File: src/rtl/window_ctrl_pkg.sv
// ============================================================================
// Module      : window_ctrl_pkg
// Description : Shared types and constants for the window stream controller.
//               Holds the controller state encoding, the border margin used
//               for the center-pixel edge flag, and a sizing helper for the
//               per-frame strobe counter.
// Revision    : 1.0 - initial release
// ============================================================================
`default_nettype none

package window_ctrl_pkg;

  // Controller phases: waiting for a frame, consuming source pixels, then
  // pushing blanking strobes until the last center has left the window.
  typedef enum logic [1:0] {
    IDLE   = 2'd0,
    ACTIVE = 2'd1,
    FLUSH  = 2'd2
  } state_t;

  // A 5x5 window needs two pixels of real context on every side of the
  // center; anything closer to an edge is reported as a border center.
  localparam int BORDER_MARGIN = 2;

  // The strobe counter spans every source pixel plus the flush strobes of a
  // frame; one spare bit keeps it free of wrap-around at the top count.
  function automatic int strobe_cnt_width(input int w, input int h, input int p);
    return $clog2(w * h + p) + 1;
  endfunction

endpackage

`default_nettype wire

File: src/rtl/xy_counter.sv
// ============================================================================
// Module      : xy_counter
// Description : Row-major x/y coordinate counter. x counts 0..COLS-1 and
//               wraps to 0 while y advances; y wraps 0..ROWS-1. A
//               synchronous clear has priority over advance.
// Revision    : 1.0 - initial release
// ============================================================================
`default_nettype none

module xy_counter #(
  parameter int COLS = 8,
  parameter int ROWS = 6
) (
  input  logic                    clock,
  input  logic                    reset,
  input  logic                    clr,
  input  logic                    adv,
  output logic [$clog2(COLS)-1:0] x,
  output logic [$clog2(ROWS)-1:0] y
);

  localparam int XW = $clog2(COLS);
  localparam int YW = $clog2(ROWS);

  localparam logic [XW-1:0] X_MAX = XW'(COLS - 1);
  localparam logic [YW-1:0] Y_MAX = YW'(ROWS - 1);

  logic [XW-1:0] x_q, x_d;
  logic [YW-1:0] y_q, y_d;

  // Next coordinate: step x, carry into y at end of line, wrap at end of frame.
  always_comb begin
    x_d = x_q;
    y_d = y_q;
    if (clr) begin
      x_d = '0;
      y_d = '0;
    end else if (adv) begin
      if (x_q == X_MAX) begin
        x_d = '0;
        if (y_q == Y_MAX) begin
          y_d = '0;
        end else begin
          y_d = y_q + 1'b1;
        end
      end else begin
        x_d = x_q + 1'b1;
      end
    end
  end

  // Coordinate registers, cleared asynchronously so an abandoned frame
  // leaves no stale position behind.
  always_ff @(posedge clock or negedge reset) begin
    if (!reset) begin
      x_q <= '0;
      y_q <= '0;
    end else begin
      x_q <= x_d;
      y_q <= y_d;
    end
  end

  assign x = x_q;
  assign y = y_q;

endmodule

`default_nettype wire

File: src/rtl/window_stream_ctrl.sv
// ============================================================================
// Module      : window_stream_ctrl
// Description : Flow controller for a sliding-window pixel datapath. Accepts
//               one frame of WIDTH*HEIGHT source pixels, strobes the window
//               once per accepted pixel, then flushes PRIME blanking strobes
//               so every center pixel is emitted. Reports the current center
//               coordinate, a border flag and an end-of-frame pulse.
//               Optional feature macro: WINDOW_BORDER_SUPPRESS_EN -- when
//               defined, border centers keep advancing the coordinates but
//               are not marked valid.
// Revision    : 1.0 - initial release
// ============================================================================
`default_nettype none

module window_stream_ctrl
  import window_ctrl_pkg::*;
#(
  parameter int WIDTH  = 420,
  parameter int HEIGHT = 240,
  parameter int PRIME  = 2 * WIDTH + 2
) (
  input  logic                      clock,
  input  logic                      reset,
  input  logic                      sof_in,
  input  logic                      pix_valid_in,
  output logic                      pix_ready_out,
  output logic                      win_validin,
  output logic                      win_blanking,
  output logic                      ctr_valid,
  output logic [$clog2(WIDTH)-1:0]  ctr_x,
  output logic [$clog2(HEIGHT)-1:0] ctr_y,
  output logic                      ctr_border,
  output logic                      eof_out,
  output logic                      busy,
  output logic                      sof_err
);

  localparam int XW = $clog2(WIDTH);
  localparam int YW = $clog2(HEIGHT);
  localparam int SW = strobe_cnt_width(WIDTH, HEIGHT, PRIME);

  // Strobe index of the first real center, and of the final flush strobe.
  localparam logic [SW-1:0] PRIME_S = SW'(PRIME);
  localparam logic [SW-1:0] LAST_S  = SW'(WIDTH * HEIGHT + PRIME - 1);

  localparam logic [XW-1:0] X_MAX = XW'(WIDTH - 1);
  localparam logic [YW-1:0] Y_MAX = YW'(HEIGHT - 1);
  localparam logic [XW-1:0] X_LO  = XW'(BORDER_MARGIN);
  localparam logic [XW-1:0] X_HI  = XW'(WIDTH - 1 - BORDER_MARGIN);
  localparam logic [YW-1:0] Y_LO  = YW'(BORDER_MARGIN);
  localparam logic [YW-1:0] Y_HI  = YW'(HEIGHT - 1 - BORDER_MARGIN);

  state_t        state_q, state_d;
  logic [SW-1:0] strb_q, strb_d;
  logic          sof_err_q, sof_err_d;

  logic          accept;
  logic          flush_done;
  logic          in_last;
  logic          ctr_raw;
  logic          ctr_last;
  logic          border_hit;

  logic [XW-1:0] in_x;
  logic [YW-1:0] in_y;

  // Handshake and window strobes. Idle only takes the pixel tagged as start
  // of frame; flush refuses the source and strobes a blank every cycle.
  always_comb begin
    pix_ready_out = (state_q != FLUSH);
    accept        = pix_valid_in &
                    (((state_q == IDLE) & sof_in) | (state_q == ACTIVE));
    win_blanking  = (state_q == FLUSH);
    win_validin   = accept | win_blanking;
    flush_done    = win_blanking & (strb_q == LAST_S);
    busy          = (state_q != IDLE);
    in_last       = (in_x == X_MAX) & (in_y == Y_MAX);
  end

  // Phase sequencing: the last source pixel starts the flush, and the final
  // flush strobe returns to idle. A start of frame during that final strobe
  // is therefore only honoured on the following cycle.
  always_comb begin
    state_d = state_q;
    unique case (state_q)
      IDLE: begin
        if (accept) begin
          state_d = in_last ? FLUSH : ACTIVE;
        end
      end
      ACTIVE: begin
        if (accept && in_last) begin
          state_d = FLUSH;
        end
      end
      FLUSH: begin
        if (flush_done) begin
          state_d = IDLE;
        end
      end
      default: state_d = IDLE;
    endcase
  end

  // Per-frame strobe index and the sticky protocol-error flag.
  always_comb begin
    strb_d = strb_q;
    if (flush_done) begin
      strb_d = '0;
    end else if (win_validin) begin
      strb_d = strb_q + 1'b1;
    end
    sof_err_d = sof_err_q | (sof_in & (state_q != IDLE));
  end

  // Control state registers.
  always_ff @(posedge clock or negedge reset) begin
    if (!reset) begin
      state_q   <= IDLE;
      strb_q    <= '0;
      sof_err_q <= 1'b0;
    end else begin
      state_q   <= state_d;
      strb_q    <= strb_d;
      sof_err_q <= sof_err_d;
    end
  end

  assign sof_err = sof_err_q;

  // Source-side position: which pixel of the frame is being accepted.
  xy_counter #(
    .COLS (WIDTH),
    .ROWS (HEIGHT)
  ) u_in_xy (
    .clock (clock),
    .reset (reset),
    .clr   (flush_done),
    .adv   (accept),
    .x     (in_x),
    .y     (in_y)
  );

  // Center-side position: which pixel sits at the window center right now.
  xy_counter #(
    .COLS (WIDTH),
    .ROWS (HEIGHT)
  ) u_ctr_xy (
    .clock (clock),
    .reset (reset),
    .clr   (flush_done),
    .adv   (ctr_raw),
    .x     (ctr_x),
    .y     (ctr_y)
  );

  // Center qualification: once the window is primed every strobe carries a
  // center; the border flag and end-of-frame pulse ride on that strobe.
  always_comb begin
    ctr_raw    = win_validin & (strb_q >= PRIME_S);
    ctr_last   = (ctr_x == X_MAX) & (ctr_y == Y_MAX);
    border_hit = (ctr_x < X_LO) | (ctr_x > X_HI) |
                 (ctr_y < Y_LO) | (ctr_y > Y_HI);
    ctr_border = ctr_raw & border_hit;
    eof_out    = ctr_raw & ctr_last;
`ifdef WINDOW_BORDER_SUPPRESS_EN
    ctr_valid  = ctr_raw & ~border_hit;
`else
    ctr_valid  = ctr_raw;
`endif
  end

endmodule

`default_nettype wire

File: config.mk
export PLATFORM = sky130hd
export DESIGN_NAME = window_stream_ctrl
export DESIGN_NICKNAME = d
export VERILOG_FILES = /design/src/rtl/window_ctrl_pkg.sv /design/src/rtl/xy_counter.sv /design/src/rtl/window_stream_ctrl.sv
export SDC_FILE = /design/constraint.sdc
export NUM_CORES = 1
export LEC_CHECK = 0
export CAP_MARGIN = 20
export CORE_MARGIN = 3
export CORE_UTILIZATION = 40
export CTS_BUF_LIST = sky130_fd_sc_hd__clkbuf_8
export DETAILED_ROUTE_END_ITERATION = 7
export PLACE_DENSITY = 0.57
export SLEW_MARGIN = 20
export SYNTH_ARGS = -nofsm -noshare
export SYNTH_HDL_FRONTEND = slang
export SYNTH_SLANG_ARGS = --single-unit
File: constraint.sdc
create_clock -name clock -period 2.9 [get_ports clock]
set_input_delay 0.435 -clock clock [delete_from_list [all_inputs] [get_ports clock]]
set_output_delay 0.435 -clock clock [all_outputs]
set_load 0.1 [all_outputs]
# Yosys cells after proc, flatten, opt, wreduce, memory -nomap -nowiden
# Index checks and enable logic that the tools add are counted.
[totals]
in_bits = 4
register_bits = 55
elab_cells = 75
out_inout_bits = 25
[classes]
muxes = 21
eq_ne = 11
add_sub_neg = 5
n_reduce_logical = 11
n_bitwise = 15
order_cmp = 5
[op_table]
columns = ["operator", "count"]
rows = [
  ["$mux W8", 8],
  ["$mux W9", 6],
  ["$mux W18", 2],
  ["$add A18 B1 Y18 const B", 1],
  ["$add A9 B1 Y9 const B", 2],
  ["$eq A18 B17 Y1 const B", 1],
  ["$eq A9 B9 Y1 const B", 2],
  ["$ge A18 B10 Y1 const B", 1],
  ["$add A8 B1 Y8 const B", 2],
  ["$eq A8 B8 Y1 const B", 2],
  ["$reduce_bool A2 Y1", 6],
  ["$and A1 B1 Y1", 9],
  ["$gt A9 B9 Y1 const B", 1],
  ["$lt A9 B2 Y1 const B", 1],
  ["$gt A8 B8 Y1 const B", 1],
  ["$lt A8 B2 Y1 const B", 1],
  ["$mux W2", 4],
  ["$or A1 B1 Y1", 6],
  ["$pmux W2 S3", 1],
  ["$ne A2 B1 Y1 const B", 2],
  ["$ne A2 B2 Y1 const B", 2],
  ["$reduce_and A2 Y1", 2],
  ["$reduce_and A3 Y1", 1],
  ["$eq A2 B1 Y1 const B", 1],
  ["3 further kinds", 3],
]

# Logic depth before layout (Yosys ltp)
# Gate-level depths: netlist (run 1).
[depth]
depth_word = 8
depth_mapped = 8
mapped_depth_nobuf = 7

# Modules after synthesis
# From an unflattened synthesis (run 1), not the netlist that was laid out.
[hier_totals]
cells_unflattened = 363
hier_area_um2 = 3407.0
[by_module_without_submodules]
columns = ["mod", "cells_each", "seq_area_each_um2", "area_each_um2", "instances"]
rows = [
  ["xy_counter", 107, 425.4, 1027.2, 2],
  ["window_stream_ctrl", 149, 525.5, 1352.5, 1],
]

# Least setup slack after synthesis (run 1)
# Ideal clock, no wire load.
[synth_timing]
path_kind = "register -> output"
from = "reg u_ctr_xy.x_q[0], in the netlist u_ctr_xy.x[0]"
to = "out eof_out"
path_buffers = 1
t_required_ps = 2465
t_arrival_ps = 3453
path_stages_with_launch = 7
slack_ps = -988
cell_sequence = "dfrtp_1 -> ha_1 -> nand4_1 -> nor3b_2 -> o211ai_2 -> buf_2 -> nor2b_1"
[synth_via]
elab_chain_cells = 3
[synth_lines]
columns = ["element", "line", "source"]
rows = [
  ["start: declaration", "xy_counter.sv:28", "logic [XW-1:0] x_q, x_d;"],
  ["start signal: assignment", "xy_counter.sv:56", "x_q <= '0;"],
  ["start signal: assignment", "xy_counter.sv:59", "x_q <= x_d;"],
  ["$eq A9 B9 Y1", "window_stream_ctrl.sv:161", "ctr_last = (ctr_x == X_MAX) & (ctr_y == Y_MAX);"],
  ["$and A1 B1 Y1", "window_stream_ctrl.sv:161", ""],
  ["$and A1 B1 Y1", "window_stream_ctrl.sv:165", "eof_out = ctr_raw & ctr_last;"],
  ["end: declaration", "window_stream_ctrl.sv:33", "output logic eof_out,"],
]
# No other way between the ends.

# Final worst setup path (run 1)
[layout_timing]
from = "reg strb_q[0]"
to = "out ctr_border"
[layout_via]
elab_chain_cells = 3
[layout_lines]
columns = ["element", "line", "source"]
rows = [
  ["start: declaration", "window_stream_ctrl.sv:54", "logic [SW-1:0] strb_q, strb_d;"],
  ["start signal: assignment", "window_stream_ctrl.sv:124", "strb_q <= strb_d;"],
  ["$ge A18 B10 Y1", "window_stream_ctrl.sv:160", "ctr_raw = win_validin & (strb_q >= PRIME_S);"],
  ["$and A1 B1 Y1", "window_stream_ctrl.sv:160", ""],
  ["$and A1 B1 Y1", "window_stream_ctrl.sv:164", "ctr_border = ctr_raw & border_hit;"],
  ["end: declaration", "window_stream_ctrl.sv:32", "output logic ctr_border,"],
]
# No other way between the ends.

==> results of run 1 <==
==> cells in the mapped netlist, types with 6 or more instances <==
| library cell | n | area (µm²) |
|---|---|---|
| nand4_1 | 12 | 75.1 |
| nand3_1 | 19 | 95.1 |
| xor2_1 | 13 | 114 |
| or3_1 | 8 | 50.1 |
| ha_1 | 10 | 125 |
| inv_1 | 13 | 48.8 |
| xnor2_1 | 7 | 61.3 |
| nand2_1 | 34 | 128 |
| or4_1 | 8 | 60.1 |
| a21oi_1 | 21 | 105 |
| nor2_1 | 36 | 135 |
| dfrtp_1 | 55 | 1380 |
| o21ai_0 | 26 | 130 |
| buf_2 | 6 | 30.0 |
==> stage by stage <==
stage / hold WS, ns / setup slack (ns) / util, % / std cells
after global routing: 0.145 / 0.0573 / 49.6 / 473
after floorplan: 0.139 / -0.147 / - / 341
after global placement: 0.457 / 0.258 / 47.7 / 465
after CTS: 0.148 / 0.119 / 49.5 / 473
final: 0.120 / 0.255 / 49.6 / 473
after detailed placement: 0.462 / 0.210 / 47.7 / 465
==> per-layer routing <==
layer / GRT usage (%) / vias to the layer above / part of all wire, %
met5: 0 / - / 0
met4: 3.97 / 0 / 1.2
met3: 2.95 / 10 / 3.4
met2: 26.3 / 30 / 47
met1: 23.8 / 1253 / 49
li1: - / 1297 / -
==> logic make-up (layout without fill, tap and decap cells) <==
group | Yosys count | count (layout) | share of synthesized area (%)
multiplexers | 1 | 1 | 0.320
flip-flops | 55 | 55 | 44.0
AND/OR/NAND/NOR | 154 | 154 | 27.3
buffers and inverters | 22 | 55 | 3.04
adder cells (fa/ha/maj) | 10 | 10 | 4.00
AO/OA/AOI/OAI | 79 | 79 | 15.7
XOR/XNOR | 20 | 20 | 5.60
==> layout make-up <==
cell class,count,share of cell area [%]
clock inverters,3,1.84
repair buffers,34,8.37
well taps,99,3.37
inverters,13,1.33
flip-flops and latches,55,37.4
multi-input cells,264,45.8
clock buffers,5,1.87
==> path summary, 6_finish.rpt <==
kind	end	slack (ns)
min reg2reg	strb_q[17]$_DFFE_PN0P_	0.49
max in group asynchronous	u_ctr_xy.y[6]$_DFFE_PN0P_	2.11
min in group clock	strb_q[17]$_DFFE_PN0P_	0.49
max	ctr_border	0.26
min	sof_err$_DFF_PN0_	0.12
max reg2reg	u_ctr_xy.y[5]$_DFFE_PN0P_	0.61
==> report_power, final <==
group          internal, mW  switching, mW  total (mW)
sequential            0.770        0.00490       0.775
clock                 0.345          0.266       0.610
combinational       0.00915         0.0192      0.0283
==> registers in the layout, summed over array words and instances (netlist names) <==
name	count
u_ctr_xy.x	9
u_in_xy.y	8
u_ctr_xy.y	8
sof_err	1
u_in_xy.x	9
state_q	2
strb_q	18
==> placed cells by master (no fill, tap or decap), types with 3 or more instances in the layout <==
cell      Yosys  layout
buf_4         1      27
inv_1        13      13
nand3_1      19      19
a21o_1        4       4
or2_2         3       3
o211ai_1      3       3
nor3_1        4       4
xor2_1       13      13
or4_1         8       8
nand2_1      34      34
or3_1         8       8
and3_1        5       5
dfrtp_1      55      55
a22o_1        3       3
nor4_1        5       5
ha_1         10      10
o31ai_1       5       5
buf_12        0       4
a31oi_1       4       4
and2_1        4       4
a21oi_1      21      20
clkbuf_8      0       5
nor2_1       36      36
nand4_1      12      12
o21ai_1       2       3
xnor2_1       7       7
o21ai_0      26      25
==> timing repair <==
action	in CTS	in global routing
hold endpoints to repair	0	0
gates resized for setup	0	1
setup endpoints to repair	0	1
buffers inserted	0	0
==> impl_results.md, run 1 <==
- Hold Path Class: input pin to asynchronous set/reset pin
- Yosys reg bits: 55
- Sequential cell area: 0.00138 mm²
- Worst path buffer plus inverter count: 3
- Period utilisation layout: between 90% and 100%
- Fin. Hold Viols: 0
- Global-route wire length before repair: 12000 µm
- Least-Margin Pin Slew: 0.624 ns
- Worst path depth: 8
- Final min period: 2.64 ns
- Final Cell Area: roughly 0.0037 mm²
- Clock tree root buffer cell: clkbuf_8
- CP Max Fanout: 11
- Hold_buf cts: 0
- Ys flop type: dfrtp_1
- DP Wirelength: about 5100 µm
- Clock transition at path regs: 0.11 ns
- 1st-pass router iterations: 5
- Placed inst area: around 0.0035 mm²
- Worst EP required: between 2 and 2.5 ns
- Post-DR vias/cell: ~5.5
- RSZ-0062 raised after global routing: no
- Fin nets: between 300 and 400
- # fillers: between 700 and 800
- Initial drt markers: approximately 130
- Syn_nets: approximately 360
- # diodes: 0
- Peak supply drop: 0.175 mV
- Number of max-cap violations: 0
- Critical Path Start: strb_q[0]$_DFFE_PN0P_
- CTS H-Tree Depth: 2
- Vias: 2590
- Worst path top cell family by delay: compound AO/OA/AOI/OAI gates
- GPL Wtd Cong: between 0.7 and 0.8
- Number of global-route vias before repair: 2463
- CTS Sinks: between 50 and 60
- CP arrival: around 2.2 ns
- Yosys warnings: 0
- CP Class: flop to output pin
- Initial antenna violation count: 0
- Post-Syn Area per Cell: 9.17 µm²
- CTS Buf Count: 5
- Slowest stage cell, crit path: a211oi_2
- Rows: 31
- Crit path largest cell delay: around 0.5 ns
- Reg2reg path depth: 6
- Die area: between 0.008 and 0.009 mm²
- P_leak: between 1.5 and 2 nW
- Worst r2r src: u_ctr_xy.x[0]$_DFFE_PN0P_
- Die span in y: ~94 µm
- Ys async rst share: 100%
- Total wire length: ~7000 µm
- Layout cells sized above 1: between 10% and 20%
- PnR Total Power: approximately 1.4 mW
- Multi-input logic area: 0.00168 mm²
- Final setup viols: 0
- All-Layer GR Usage: 16.7%
- Area growth from synthesis to layout: 17.7%
- Distinct cell type count after synthesis: 49
- # DRC: 0
- Antenna violation net count after detailed routing: 0
- Clock skew: roughly 0.01 ns
- Core ar.: about 0.0074 mm²
- Worst-path cell chain: inv_1 -> ha_1 -> nor2_1 -> a211oi_2 -> o21ai_1 -> buf_4 -> a21oi_4 -> buf_12
- Max Freq: roughly 380 MHz
- Setup TNS: 0 ns
- Clock Tree Buf Depth: 2
- EDFF count, synth: 0
- Sequential area share after synthesis: about 44%
- Die span in x: 94.4 µm
- TritonCTS clock tree: yes
- Largest net degree at the start of global routing: 28
- Status: finished clean
- CP endpoint kind: output pin
- Insertion delay to the later sink of the worst-skew pair: around 0.31 ns
- Input/output buffers: 28
- Pwr dens: slightly below 400 mW/mm²
- Relative slew slack: about three fifths
- Global route total overflow: 0
- Final Max Slew Viols: 0
- WL/cell: 14.6 µm
- I/O pin cnt: 29
- Syn Std Cell Area: around 0.0031 mm²
- CP startpoint kind: flop
- Initial core utilization: 42.2%
- Syn Inst Count: between 300 and 400
Note: power is estimated with default switching activity, not from simulation.
==> inputs of run 2 (changes only) <==
ABC_AREA = 0   (was default)
==> results of run 2 <==
No change in the layout: final DEF, timing and power equal those of run 1.
==> inputs of run 3 (changes only) <==
SLEW_MARGIN = 0   (was 20)
==> results of run 3 <==
No change in the layout: final DEF, timing and power equal those of run 1.
